`src/rtl/fp16_pkg.sv`:
```
// Shared FP16 constants and operand classes, used by the multiplier and adder paths.
package fp16_pkg;

   localparam int          FP16_BIAS    = 15;
   localparam logic [15:0] FP16_NAN     = 16'h7C01;
   localparam logic [4:0]  FP16_EXP_MAX = 5'h1F;

   typedef enum logic [1:0] {
      ZERO = 2'd0,
      NORM = 2'd1,
      INF  = 2'd2,
      NAN  = 2'd3
   } fp16_class_e;

endpackage

```
`src/rtl/fp16_classify.sv`:
```
// Splits an FP16 operand into class, sign, biased exponent and significand with hidden bit.
module fp16_classify
   import fp16_pkg::*;
(
   input  logic [15:0] op_i,
   output fp16_class_e cls_o,
   output logic        sign_o,
   output logic [4:0]  exp_o,
   output logic [10:0] sig_o
);

   always_comb begin
      sign_o = op_i[15];
      exp_o  = op_i[14:10];
      sig_o  = {1'b1, op_i[9:0]};
      // subnormals are flushed: a zero exponent is zero regardless of fraction
      if (op_i[14:10] == 5'd0) begin
         cls_o = ZERO;
      end else if (op_i[14:10] == FP16_EXP_MAX) begin
         cls_o = (op_i[9:0] != 10'd0) ? NAN : INF;
      end else begin
         cls_o = NORM;
      end
   end

endmodule

```
`src/rtl/fpmul_pipe.sv`:
```
// Three-stage FP16 multiplier (classify / multiply / round) with a global-stall handshake.
module fpmul_pipe
   import fp16_pkg::*;
#(
   parameter int STAGES = 3
) (
   input  logic        CLK,
   input  logic        RESET,
   input  logic [15:0] A,
   input  logic [15:0] B,
   input  logic        in_valid,
   output logic        in_ready,
   output logic [15:0] product,
   output logic        out_valid,
   input  logic        out_ready
);

   fp16_class_e        cls_a, cls_b;
   logic               sgn_a, sgn_b;
   logic [4:0]         exp_a, exp_b;
   logic [10:0]        sig_a, sig_b;

   logic               advance;
   logic [STAGES-1:0]  vld_q;

   logic               sign_d, spec_d;
   logic [15:0]        spec_val_d;
   logic signed [6:0]  exp_d;

   logic               sign1_q, spec1_q;
   logic [15:0]        spec_val1_q;
   logic signed [6:0]  exp1_q;
   logic [10:0]        siga1_q, sigb1_q;

   logic               sign2_q, spec2_q;
   logic [15:0]        spec_val2_q;
   logic signed [6:0]  exp2_q;
   logic [21:0]        prod2_q;

   logic               norm_hi, guard, rnd, sticky, round_up;
   logic [10:0]        sig_pre;
   logic [11:0]        sig_rnd;
   logic [9:0]         frac_fin;
   logic signed [6:0]  exp_fin;
   logic [15:0]        product_d, product_q;

   fp16_classify u_cls_a (.op_i(A), .cls_o(cls_a), .sign_o(sgn_a), .exp_o(exp_a), .sig_o(sig_a));
   fp16_classify u_cls_b (.op_i(B), .cls_o(cls_b), .sign_o(sgn_b), .exp_o(exp_b), .sig_o(sig_b));

   assign out_valid = vld_q[STAGES-1];
   assign advance   = ~out_valid | out_ready;
   assign in_ready  = advance;
   assign product   = product_q;

   always_comb begin
      sign_d     = sgn_a ^ sgn_b;
      spec_d     = 1'b1;
      spec_val_d = 16'h0000;
      exp_d      = {2'b00, exp_a} + {2'b00, exp_b} - 7'(FP16_BIAS);
      if (cls_a == NAN || cls_b == NAN) begin
         spec_val_d = FP16_NAN;
      end else if ((cls_a == INF && cls_b == ZERO) || (cls_a == ZERO && cls_b == INF)) begin
         spec_val_d = FP16_NAN;
      end else if (cls_a == INF || cls_b == INF) begin
         spec_val_d = {sign_d, FP16_EXP_MAX, 10'h000};
      end else if (cls_a == ZERO || cls_b == ZERO) begin
         spec_val_d = {sign_d, 15'h0000};
      end else begin
         spec_d = 1'b0;
      end
   end

   // product lies in [1,4); bit 21 set means one extra exponent step
   always_comb begin
      norm_hi  = prod2_q[21];
      sig_pre  = norm_hi ? prod2_q[21:11] : prod2_q[20:10];
      guard    = norm_hi ? prod2_q[10]    : prod2_q[9];
      rnd      = norm_hi ? prod2_q[9]     : prod2_q[8];
      sticky   = norm_hi ? (|prod2_q[8:0]) : (|prod2_q[7:0]);
      round_up = guard & (rnd | sticky | sig_pre[0]);
      sig_rnd  = {1'b0, sig_pre} + {11'd0, round_up};
      frac_fin = sig_rnd[11] ? sig_rnd[10:1] : sig_rnd[9:0];
      exp_fin  = exp2_q + 7'(norm_hi) + 7'(sig_rnd[11]);
      if (spec2_q) begin
         product_d = spec_val2_q;
      end else if (exp_fin >= 7'sd31) begin
         product_d = {sign2_q, FP16_EXP_MAX, 10'h000};
      end else if (exp_fin <= 7'sd0) begin
         product_d = {sign2_q, 15'h0000};
      end else begin
         product_d = {sign2_q, exp_fin[4:0], frac_fin};
      end
   end

   always_ff @(posedge CLK or posedge RESET) begin
      if (RESET) begin
         vld_q       <= '0;
         sign1_q     <= 1'b0;
         spec1_q     <= 1'b0;
         spec_val1_q <= 16'h0000;
         exp1_q      <= '0;
         siga1_q     <= 11'd0;
         sigb1_q     <= 11'd0;
         sign2_q     <= 1'b0;
         spec2_q     <= 1'b0;
         spec_val2_q <= 16'h0000;
         exp2_q      <= '0;
         prod2_q     <= 22'd0;
         product_q   <= 16'h0000;
      end else if (advance) begin
         vld_q       <= {vld_q[STAGES-2:0], in_valid};
         sign1_q     <= sign_d;
         spec1_q     <= spec_d;
         spec_val1_q <= spec_val_d;
         exp1_q      <= exp_d;
         siga1_q     <= sig_a;
         sigb1_q     <= sig_b;
         sign2_q     <= sign1_q;
         spec2_q     <= spec1_q;
         spec_val2_q <= spec_val1_q;
         exp2_q      <= exp1_q;
         prod2_q     <= 22'(siga1_q) * 22'(sigb1_q);
         if (vld_q[1]) begin
            product_q <= product_d;
         end
      end
   end

endmodule

```
`config.mk`:
```
export PLATFORM = sky130hd
export DESIGN_NAME = fpmul_pipe
export DESIGN_NICKNAME = d
export VERILOG_FILES = /design/src/rtl/fp16_pkg.sv /design/src/rtl/fp16_classify.sv /design/src/rtl/fpmul_pipe.sv
export SDC_FILE = /design/constraint.sdc
export NUM_CORES = 1
export LEC_CHECK = 0
export BUFFER_PORTS_ARGS = -buffer_cell sky130_fd_sc_hd__buf_2
export CAP_MARGIN = 10
export CORE_MARGIN = 1.5
export CORE_UTILIZATION = 50
export CTS_BUF_LIST = sky130_fd_sc_hd__clkbuf_8
export DETAILED_ROUTE_END_ITERATION = 7
export PLACE_DENSITY_LB_ADDON = 0.25
export RECOVER_POWER = 25
export SETUP_SLACK_MARGIN = 0.15
export SYNTH_ARGS = -nofsm -noshare
export SYNTH_HDL_FRONTEND = slang
export SYNTH_SLANG_ARGS = --single-unit
```
`constraint.sdc`:
```
create_clock -name CLK -period 8.47 [get_ports CLK]
set_input_delay 1.694 -clock CLK [delete_from_list [all_inputs] [get_ports CLK]]
set_output_delay 1.694 -clock CLK [all_outputs]
set_load 0.1 [all_outputs]
```
=== Yosys cells after proc, flatten, opt, wreduce, memory -nomap -nowiden ===
Index checks and enable logic that the tools add are counted.

* Bits in writable memories: 0
* Memory bits (read-only): 0
* Bits in registers: 113
* Bits in latches: 0
* Output and inout bits: 18
* Memories: 0
* Input port bits: 36

* Bitwise gates (word level): 6
* Multipliers: 1
* $add $sub $neg: 5
* Equal/unequal tests: 6
* Div/mod/pow operators: 0
* Reductions and logical operators: 15
* Shift operators: 0
* Mux-type cells: 22
* $lt $le $gt $ge: 2

{| class="wikitable"
|+ Operators with widths
! cell !! number
|-
| 16-bit two-way mux || 5
|-
| 15-bit two-way mux || 2
|-
| 11-bit by 11-bit multiplier with 22-bit output || 1
|-
| 10-bit nonzero test || 2
|-
| 7-bit by 1-bit adder with 7-bit output || 2
|-
| 11-bit by 1-bit adder with 12-bit output || 1
|-
| 11-bit two-way mux || 1
|-
| 5-bit == test (second input constant) || 2
|-
| 5-bit logical NOT || 2
|-
| 10-bit two-way mux || 1
|-
| 1-bit two-way mux || 9
|-
| 9-bit OR reduction || 1
|-
| 2-bit == test (second input constant) || 4
|-
| 2-bit two-way mux || 4
|-
| 8-bit OR reduction || 1
|-
| 7-bit by 6-bit greater-or-equal comparator with 1-bit output (second input constant) || 1
|-
| 7-bit by 1-bit <= comparator with 1-bit output (second input constant) || 1
|-
| 6-bit by 4-bit subtractor with 7-bit output (second input constant) || 1
|-
| 5-bit by 5-bit adder with 6-bit output || 1
|-
| 2-bit logical NOT || 2
|-
| 1-bit logical OR || 4
|-
| 1-bit bitwise OR || 3
|-
| 1-bit logical AND || 2
|-
| 2-bit AND reduction || 1
|-
| 3 further kinds || 3
|}

=== Depth between registers and ports, before layout ===
* Depth after elaboration: 11
* Gate-level depth with buffers: 19

=== Cells and area by module ===
A second synthesis with hierarchy kept.

* Cells, all modules: 1003
* Area total of the unflattened synthesis: 8667.1 µm²

{| class="wikitable"
|+ Modules (own cells, without submodules)
! module !! instances !! cells an instance !! area each (µm²)
|-
| fpmul_pipe || 1 || 949 || 8304.2
|-
| fp16_classify || 2 || 27 || 181.4
|}

=== Worst setup path after synthesis ===
Ideal clock, no wire load.

* Path kind: reg2reg
* Start point: register siga1_q[10]
* End point: register prod2_q[17]
* Slack: 3.313 ns
* Library setup time: 0.187 ns
* Stages on the path, launching flop included: 17
* Buffers on the path: 1
* Arrival time: 4.970 ns
* Path through: dfrtp_1 clkbuf_1 and2_1 fa_1 fa_1 fa_1 fa_1 inv_1 fa_1 inv_1 ha_1 a211o_1 a311o_1 o22a_2 a41oi_1 xor2_1 a21oi_1

* Word-level cells in the longest chain between the ends: 1

{| class="wikitable"
|+ RTL lines
! item !! line !! text
|-
| start, declared || fpmul_pipe.sv:33 || <nowiki>logic [10:0] siga1_q, sigb1_q;</nowiki>
|-
| start signal, assigned || fpmul_pipe.sv:116 || <nowiki>siga1_q <= sig_a;</nowiki>
|-
| 11-bit by 11-bit multiplier with 22-bit output || fpmul_pipe.sv:122 || <nowiki>prod2_q <= 22'(siga1_q) * 22'(sigb1_q);</nowiki>
|-
| end signal, assigned || fpmul_pipe.sv:122 ||
|-
| end, declared || fpmul_pipe.sv:38 || <nowiki>logic [21:0] prod2_q;</nowiki>
|}

No other way between the ends.
A chain may end at the register's enable or synchronous reset.

=== Worst setup path after layout ===
* Start point: input port out_ready
* End point: output port in_ready

* Word-level cells in the longest chain between the ends: 1

{| class="wikitable"
|+ RTL lines
! item !! line !! text
|-
| start, declared || fpmul_pipe.sv:15 || <nowiki>input logic out_ready</nowiki>
|-
| 1-bit bitwise OR || fpmul_pipe.sv:51 || <nowiki>assign advance = ~out_valid | out_ready;</nowiki>
|-
| end, declared || fpmul_pipe.sv:12 || <nowiki>output logic in_ready,</nowiki>
|}

No other way between the ends.

==> results.md <==
| Stage | Parameter | Reported |
|:---|:---|:---|
| logic synthesis | Leading post-synthesis cells by cell area | sky130_fd_sc_hd__dfrtp_1, sky130_fd_sc_hd__fa_1, sky130_fd_sc_hd__ha_1, sky130_fd_sc_hd__nand2_1, sky130_fd_sc_hd__inv_1 |
| outcome | Violated checks | capacitance limit, slew limit |
| detailed routing | Iteration-0 DRC Markers | 307 |
| setup path | Start-to-end type of the worst setup path | primary input to output port |
| setup path | Reg2reg end | prod2_q[17] |
| setup path | Critical Path Source Type | primary input |
| clocking | TritonCTS clock tree | done |
| global routing | Pin count of the biggest net entering global routing | 80 |
| floorplan | Placeable Area | 16000 µm² |
| timing | Fmax | 162 MHz |
| setup path | Maximum cell stage delay along the critical path | 2140 ps |
| detailed routing | Routed wire length per instance | 14.6 µm |
| global routing | Total congestion overflow after global routing | 0 |
| timing | Maximum clock skew at final layout | 15.3 ps |
| logic synthesis | Register area share after synthesis | 0.260 |
| global routing | Initial antenna violation count | 0 |
| logic synthesis | Number of synthesized flops with an enable pin | 0 |
| hold path | Worst hold path endpoint | vld_q[0] |
| timing | Final setup violation count | 0 |
| logic synthesis | Combined area of all synthesized cells | 8280 µm² |
| clocking | CTS sink count | 86 |
| logic synthesis | Post-synth cell types | 56 |
| setup path | Crit Path Max Fanout | 67 |
| floorplan | Effective utilization at floorplan | 0.517 |
| setup path | Reg2Reg Depth | 15 |
| clocking | Maximum level of the CTS H-tree | 3 |
| logic synthesis | Largest area contributor in the synthesized netlist | sky130_fd_sc_hd__dfrtp_1 |
| floorplan | Die X-Extent | 132 µm |
| setup path | Setup slack of the worst register-to-register path | 2980 ps |
| clocking | Clock transition time at the flip-flop clock pins of the worst setup and hold paths | 110 ps |
| cells and area | Commonest cells after routing, fill and taps aside | sky130_fd_sc_hd__nand2_1, sky130_fd_sc_hd__inv_1, sky130_fd_sc_hd__dfrtp_1 |
| setup path | Number of buffers and inverters on the critical path | 4 |
| global routing | Wire length of the first global-routing pass | 30.0 mm |
| logic synthesis | Share of flip-flops with an asynchronous set or reset | 1.00 |
| floorplan | Number of top-level design ports | 54 |
| detailed routing | Remaining design rule violation count | 0 |
| timing | Final Critical Period | 6170 ps |
| timing | Count of final hold-check violations | 0 |
| logic synthesis | Post-synthesis average cell area | 8.70 µm² |
| setup path | Launching instance or port of the critical path | out_ready |
| hold path | Worst min path class | flip-flop to flip-flop |
| cells and area | # diodes | 0 |
| clocking | Skew-Pair Late Insertion Delay | 380 ps |
| clocking | Clock buffers created by TritonCTS | 9 |
| timing | Worst slack on hold paths | 481 ps |
| placed design | Dpl hpwl | 13.4 mm |
| setup path | Required time reported for the critical path endpoint | 6780 ps |
| setup path | Data arrival, critical path | 4480 ps |
| detailed routing | Post-route antenna net violation count | 0 |
| timing | Sum Neg Setup Slack | 0 ps |
| placed design | Port Buffer Count | 53 |
| logic synthesis | Flops & latches, synth | 86 |
| logic synthesis | Post-synthesis net count | 1140 |
| detailed routing | Number of detailed-route iterations in the first pass | 5 |
| detailed routing | Via count | 6363 |
| flow run | Maximum capacitance violations | 3 |
| floorplan | Number of core rows | 46 |
| setup path | Family with the most delay on the worst path | buffers and inverters |
| clocking | Clk buf depth | 2 |
| clocking | Root cell of the clock tree | sky130_fd_sc_hd__clkbuf_8 |
| placed design | Routability Congestion | 0.812 |
| global routing | Tot GR Track Use | 0.214 |
| floorplan | Full die area | 17300 µm² |
| hold path | Min-delay src | vld_q[0] |
| timing | Worst Max-Slew Pin Slew | 3040 ps |
| logic synthesis | Number of warnings printed during yosys synthesis | 0 |
| cells and area | Most common cell after layout, fill and taps aside | sky130_fd_sc_hd__nand2_1 |
| timing | Unrepaired setup endpoints after global routing | no |
| cells and area | Final-stage net count | 1163 |
| floorplan | Height of the chip | 132 µm |
| setup path | Worst setup EP type | output port |
| detailed routing | Via density | 5.32 |
| setup path | Most frequent CP cell | sky130_fd_sc_hd__buf_2 |
| clocking | # hold bufs at CTS | 0 |
| hold path | Number of cells on the worst hold path | 2 |
| cells and area | P&R area growth vs syn | 7.26% |
| logic synthesis | Synthesized instance count | 951 |
| cells and area | Fraction of final layout cells sized beyond drive strength 1 | 0.0848 |
| clocking | Number of instances resized during post-cts repair | 0 |
| global routing | Vias in the first global route | 6276 |
| setup path | Cell-by-cell trace of the critical path | buf_2 -> nor2b_4 -> clkbuf_1 -> inv_2 -> buf_2 |
| clocking | Setup Fix Bufs, Post-CTS | 0 |
| logic synthesis | Top_reg_cell synth | sky130_fd_sc_hd__dfrtp_1 |
| logic synthesis | Area share of the largest cell type after synthesis | 0.260 |
| setup path | Worst path slowest cell | sky130_fd_sc_hd__clkbuf_1 |
| timing | Part of the cycle the worst path needs | 0.729 |
| cells and area | Fillers | 1560 |
| detailed routing | Total wire length after detailed routing | 17.5 mm |
| timing | Slew HR | -1.03 |
| outcome | Outcome | complete, but fails checks |
| timing | Pins Over Slew Limit | 157 |
| setup path | Critical path depth in cells | 5 |
| setup path | Launch instance of the worst register-to-register path | siga1_q[10] |
-- sequential cells by signal, summed over array words and instances (netlist names) --
name / count
spec2_q: 1
sign1_q: 1
siga1_q: 11
sign2_q: 1
vld_q: 3
prod2_q: 22
spec_val2_q: 3
sigb1_q: 10
spec1_q: 1
product: 16
exp2_q: 7
spec_val1_q: 3
exp1_q: 7
-- synth_stat cells, types with 3 or more instances --
cell	count
sky130_fd_sc_hd__fa_1	82
sky130_fd_sc_hd__nor3_1	8
sky130_fd_sc_hd__mux2_2	3
sky130_fd_sc_hd__nand3_1	19
sky130_fd_sc_hd__o22ai_1	4
sky130_fd_sc_hd__nand2_1	208
sky130_fd_sc_hd__o21ai_0	28
sky130_fd_sc_hd__mux2i_1	12
sky130_fd_sc_hd__a21o_1	8
sky130_fd_sc_hd__a211oi_1	3
sky130_fd_sc_hd__o31ai_1	3
sky130_fd_sc_hd__xnor2_1	12
sky130_fd_sc_hd__ha_1	71
sky130_fd_sc_hd__nor4_1	6
sky130_fd_sc_hd__dfrtp_1	86
sky130_fd_sc_hd__and3_1	8
sky130_fd_sc_hd__o21a_1	3
sky130_fd_sc_hd__clkbuf_1	33
sky130_fd_sc_hd__buf_1	8
sky130_fd_sc_hd__nor2b_1	7
sky130_fd_sc_hd__nand2b_1	8
sky130_fd_sc_hd__and2_1	70
sky130_fd_sc_hd__nor2_1	36
sky130_fd_sc_hd__inv_1	117
sky130_fd_sc_hd__xor2_1	17
sky130_fd_sc_hd__nor3b_1	3
sky130_fd_sc_hd__a32o_1	4
sky130_fd_sc_hd__nand4_1	4
sky130_fd_sc_hd__a21oi_1	40
-- worst max path at each step --
stage | to | slack, ps
2_1_floorplan | prod2_q[17] | 3310
3_3_place_gp | prod2_q[17] | 3090
3_5_place_dp | prod2_q[17] | 3000
4_1_cts | prod2_q[17] | 2960
5_1_grt | in_ready | 1890
6_report | in_ready | 2300
-- tightest hold or removal path, delay by kind of cell (launching register included) --
family | cells | cell delay, ps
flip-flops | 1 | 360
AND/OR/NAND/NOR | 2 | 100
-- through the flow --
stage	cells	setup slack, ps	utilization	cell area [µm²]
finish	1195	2300	0.555	8880
floorplan	951	3310	-	8280
CTS	1195	2960	0.555	8880
global route	1195	1890	0.555	8880
detailed placement	1179	3000	0.542	8670
global placement	1179	3090	0.542	8670
-- logic make-up (layout without fill, tap and decap cells) --
kind of cell	after synthesis	count (layout)	share of synthesized area
compound gates	118	118	0.0936
xor+xnor	29	29	0.0307
fa+ha+maj	153	153	0.306
buf+inv	162	190	0.0742
flops	86	86	0.260
mux	15	15	0.0186
simple gates	388	388	0.217
-- layer usage --
layer	part of all wire	vias up	track usage	wire [µm]
met2	0.51	111	0.360	8880
li1	-	3092	-	-
met1	0.44	3139	0.285	7660
met5	0	-	0	0
met4	0.019	0	0.0716	327
met3	0.034	21	0.0270	594
-- area by class of cell --
cell class                      instances  area (µm²)  area share
Multi-Input combinational cell        703        5520       0.622
Sequential cell                        86        2150       0.242
Inverter                              118         444      0.0500
Timing Repair Buffer                   56         280      0.0316
Tap cell                              216         270      0.0304
Clock buffer                            9         124      0.0140
Clock inverter                          7        88.8      0.0100
Power is not shown: default switching activity piles up to over one toggle a cycle in this logic, so the estimate is an artifact.
